$ cat src/rtl/fetch_unit.sv
// fetch_unit: sequential instruction fetch with one-cycle pmem latency, skid buffer and redirect/flush squash
module fetch_unit #(
  parameter int PC_WIDTH        = 12,
  parameter int PMEM_ADDR_WIDTH = 12,
  parameter int PMEM_WORD_WIDTH = 16,
  parameter int PC_INCREMENT    = 2,
  parameter int RESET_PC        = 0
) (
  input  logic                       clock,
  input  logic                       reset,
  input  logic                       in_set_pc,
  input  logic [PMEM_ADDR_WIDTH-1:0] in_branch_pc,
  input  logic                       in_flush,
  input  logic                       in_stall,
  input  logic [PMEM_WORD_WIDTH-1:0] in_pmem_rd_word,
  output logic                       out_pmem_rd_en,
  output logic [PMEM_ADDR_WIDTH-1:0] out_pmem_rd_addr,
  output logic [PMEM_WORD_WIDTH-1:0] out_instr,
  output logic [PC_WIDTH-1:0]        out_pc,
  output logic                       out_valid
);
  typedef enum logic [1:0] {BOOT, RUN, STALL} state_t;
  state_t state_q, state_d;
  logic [PC_WIDTH-1:0] fetch_pc_q, fetch_pc_d, infl_pc_q, skid_pc_q, skid_pc_d, out_pc_q, out_pc_d;
  logic [PMEM_WORD_WIDTH-1:0] skid_word_q, skid_word_d, out_instr_q, out_instr_d;
  logic infl_v_q, skid_v_q, skid_v_d, out_v_q, out_v_d;
  logic kill;
  // redirect/flush are ignored during BOOT
  assign kill = (in_set_pc || in_flush) && state_q != BOOT;
  assign out_pmem_rd_en = state_q == RUN && !in_stall && !kill;
  assign out_pmem_rd_addr = fetch_pc_q[PMEM_ADDR_WIDTH-1:0];
  assign out_instr = out_instr_q;
  assign out_pc = out_pc_q;
  assign out_valid = out_v_q;
  always_comb begin
    state_d = state_q;
    fetch_pc_d = fetch_pc_q;
    skid_v_d = skid_v_q;
    skid_word_d = skid_word_q;
    skid_pc_d = skid_pc_q;
    out_v_d = out_v_q;
    out_instr_d = out_instr_q;
    out_pc_d = out_pc_q;
    if (state_q == BOOT) begin
      state_d = RUN;
    end else if (kill) begin
      state_d = RUN;
      skid_v_d = 1'b0;
      out_v_d = 1'b0;
      fetch_pc_d = in_set_pc ? PC_WIDTH'(in_branch_pc) : fetch_pc_q;
    end else if (state_q == STALL) begin
      if (!in_stall) begin
        state_d = RUN;
        skid_v_d = 1'b0;
        out_v_d = skid_v_q;
        out_instr_d = skid_word_q;
        out_pc_d = skid_pc_q;
      end
    end else if (!in_stall) begin
      fetch_pc_d = fetch_pc_q + PC_WIDTH'(PC_INCREMENT);
      out_v_d = infl_v_q;
      out_instr_d = infl_v_q ? in_pmem_rd_word : out_instr_q;
      out_pc_d = infl_v_q ? infl_pc_q : out_pc_q;
    end else if (infl_v_q && !out_v_q) begin
      out_v_d = 1'b1;
      out_instr_d = in_pmem_rd_word;
      out_pc_d = infl_pc_q;
    end else if (infl_v_q) begin
      state_d = STALL;
      skid_v_d = 1'b1;
      skid_word_d = in_pmem_rd_word;
      skid_pc_d = infl_pc_q;
    end
  end
  always_ff @(posedge clock or posedge reset) begin
    if (reset) begin
      state_q <= BOOT;
      fetch_pc_q <= PC_WIDTH'(RESET_PC);
      infl_v_q <= 1'b0;
      infl_pc_q <= '0;
      skid_v_q <= 1'b0;
      skid_word_q <= '0;
      skid_pc_q <= '0;
      out_v_q <= 1'b0;
      out_instr_q <= '0;
      out_pc_q <= '0;
    end else begin
      state_q <= state_d;
      fetch_pc_q <= fetch_pc_d;
      infl_v_q <= out_pmem_rd_en;
      infl_pc_q <= fetch_pc_q;
      skid_v_q <= skid_v_d;
      skid_word_q <= skid_word_d;
      skid_pc_q <= skid_pc_d;
      out_v_q <= out_v_d;
      out_instr_q <= out_instr_d;
      out_pc_q <= out_pc_d;
    end
  end
endmodule

$ cat config.mk
export PLATFORM = sky130hd
export DESIGN_NAME = fetch_unit
export DESIGN_NICKNAME = d
export VERILOG_FILES = /design/src/rtl/fetch_unit.sv
export SDC_FILE = /design/constraint.sdc
export NUM_CORES = 1
export LEC_CHECK = 0
export CELL_PAD_IN_SITES_DETAIL_PLACEMENT = 0
export CELL_PAD_IN_SITES_GLOBAL_PLACEMENT = 1
export CORE_MARGIN = 3
export CORE_UTILIZATION = 45
export DETAILED_ROUTE_END_ITERATION = 10
export PLACE_DENSITY_LB_ADDON = 0.2
export SYNTH_ARGS = -nofsm -noshare
export SYNTH_HDL_FRONTEND = slang
export SYNTH_SLANG_ARGS = --single-unit
$ cat constraint.sdc
create_clock -name clock -period 3.79 [get_ports clock]
set_input_delay 0.379 -clock clock [delete_from_list [all_inputs] [get_ports clock]]
set_output_delay 0.379 -clock clock [all_outputs]
set_load 0.05 [all_outputs]
==> impl_metrics.ini <==
[power_and_ir_drop]
worst_ir_drop_vdd_mv = 0.250
switching_share_pct = 34.3
fin_total_pwr_mw = 2.55
switching_power_uw = 875
seqPwrFrac_pct = 43.6
leakagePower_nw = 2.12
internal-power_mw = 1.68
powerDensity_mw_per_mm2 = 535
p_clk_share_pct = 25.1
comb_power_share_pct = 31.3

[cts]
clkSlewWorstSetupHoldPaths_ps = 80
clk_latency_ps = 340
cts.root.buffer_cell = clkbuf_8
postCtsResizedCells = 0
ctsHoldBuffers = 0
cts_max_path_buffers = 2
postCtsSetupBuffers = 0
cts.sinks = 85
htree_levels = 3
numCtsBuffers = 9
cts_tree = done

[placed_design]
pre_cts_ws_ps = 998
post-dp-hpwl_um = 5090
gp_congestion = 0.800
port_buffers = 74

[route]
drt_wl_total_um = 7410
drc_errors = 0
drt_iter0_drc = 57
first_pass_iters = 4
ant_nets = 0
vias_per_cell = 5.34
wl_per_cell_um = 16.2
vias = 2437

[finish]
fin_nets = 384
layout_commonest_cell = dfrtp_1
syn2layout_area_growth_pct = 27.2
diodes = 0
fillers = 666
drive_gt1_share_pct = 30.2
layout_common_cells = dfrtp_1, clkdlybuf4s50_1, mux2_2
seqCellArea_mm2 = 0.00213
multi_input_area_mm2 = 0.00149
final_core_util_pct = 60.5

[timing]
tightest_slew_ps = 1030
tns_ps = 0
min_period_ps = 2820
max_freq_ghz = 0.355
period_share_pct = 74.3
fin_skew_ps = 7.94
setup_viol = 0
finalHoldViolations = 0
maxSlewViolCount = 0
slew_headroom_pct = 31.1
setup_ws_ps = 973
grt_setup_unrepaired = no

[floorplan]
row_count = 32
coreArea_mm2 = 0.00789
start_util_pct = 47.5
die_area_mm2 = 0.00946
io_pins = 75
die_h_um = 97.3
die_x_um = 97.3

[synthesis]
syn_inst = 274
ys.flop_type = dfrtp_1
syn-mean-instance-area_um2 = 13.7
synth_top_area_share_pct = 56.7
ys_async_sr_fraction_pct = 100
yosysSeqAreaShare_pct = 56.7
yosysUniqueCellTypes = 36
ys_seq_elements = 85
synth_top_area_cell = dfrtp_1
syn_area_mm2 = 0.00375
synth-edff-count = 0
yosys_warnings = 0
synth_fp_nets = 308
netlist_top_cells_area = dfrtp_1, mux2_2, mux2_4

[global_route]
grt_pass1_vias = 2417
grt_overflow = 0
grt_use_total_pct = 16.2
antenna_found_initial = 0
grt_max_degree = 40
grt_pass1_wl_um = 12300

[flow_run]
cap_violations = 0

[worst_setup_path]
end_kind = output port
crit_type = input pin to output port
r2r_slack_ps = 1640
required_ps = 3410
cp_max_fo = 12
setup.worst_path.start_class = input pin
worstPathArrival_ps = 2440

[min_path]
hold_path_class = input pin to async pin

[run_status]
outcome = completed
[layer usage]
layer	track usage (%)	vias to the layer above	wire (um)
met3	3.59	4	321
met2	25.1	63	3550
met1	22.4	1221	3480
li1	-	1149	-
met4	6.07	0	54
met5	0	-	0
[area by class of cell]
type / instances / share of cell area [%]
Clock buffer: 11 / 3.17
Sequential cell: 85 / 44.6
Inverter: 5 / 0.420
Multi-Input combinational cell: 168 / 31.2
Timing Repair Buffer: 81 / 16.9
Clock inverter: 4 / 0.997
Tap cell: 102 / 2.68
[registers in the layout, indices dropped and copies added, names as in the netlist]
signal	cells
out_pmem_rd_addr	12
state_q	2
out_pc	12
out_valid	1
skid_word_q	16
skid_v_q	1
skid_pc_q	12
out_instr	16
infl_v_q	1
infl_pc_q	12
[path summary, 6_finish.rpt]
kind / start / endpoint / cells after the start
setup / recovery: in_set_pc / out_pmem_rd_en / 6
hold / removal: reset / out_instr[10] / 2
setup reg to reg: state_q[0] / out_pmem_rd_addr[9] / 4
hold reg to reg: out_pmem_rd_addr[0] / infl_pc_q[0] / 0
max in group asynchronous: reset / out_instr[12] / 3
min in group clock: out_pmem_rd_addr[0] / infl_pc_q[0] / 0
[worst max-delay path: stages]
cell,delay [ps]
clkdlybuf4s50_1,520
nor2_1,130
buf_4,210
nand2_1,70
nor3_1,260
clkdlybuf4s50_1,870
[synthesized netlist by cell type, drive strengths merged, types with 3 or more instances]
library cell,count
dfrtp,85
mux2,85
a21oi,16
o21ai,16
buf,14
nand2,7
nor2,6
inv,5
o22ai,5
nand3,4
a2bb2oi,3
a31oi,3
nand4,3
[cell families (layout without fill, tap and decap cells)]
group	count (synthesis)	in the layout	share of synthesized area [%]
flops	85	85	56.7
buf+inv	21	101	3.70
simple gates	29	29	4.17
compound gates	52	52	8.34
mux	86	86	26.7
fa+ha+maj	1	1	0.334
[stage by stage]
step                      instances  hold WS (ps)  instance area [um^2]
final                           456           347                  4770
after global routing            456           369                  4770
after CTS                       456           343                  4770
after detailed placement        441           391                  4570
after global placement          441           395                  4570
after floorplan                 274           473                  3750
[power groups by stage]
stage	clock network, mW	registers (mW)	logic, mW
finish	0.640	1.11	0.798
global route	0.698	1.13	0.832
CTS	0.658	1.11	0.806
detailed placement	0	1.13	0.803
global placement	0	1.13	0.798
floorplan	0	1.46	0.181
(Power assumes the default switching activity.)
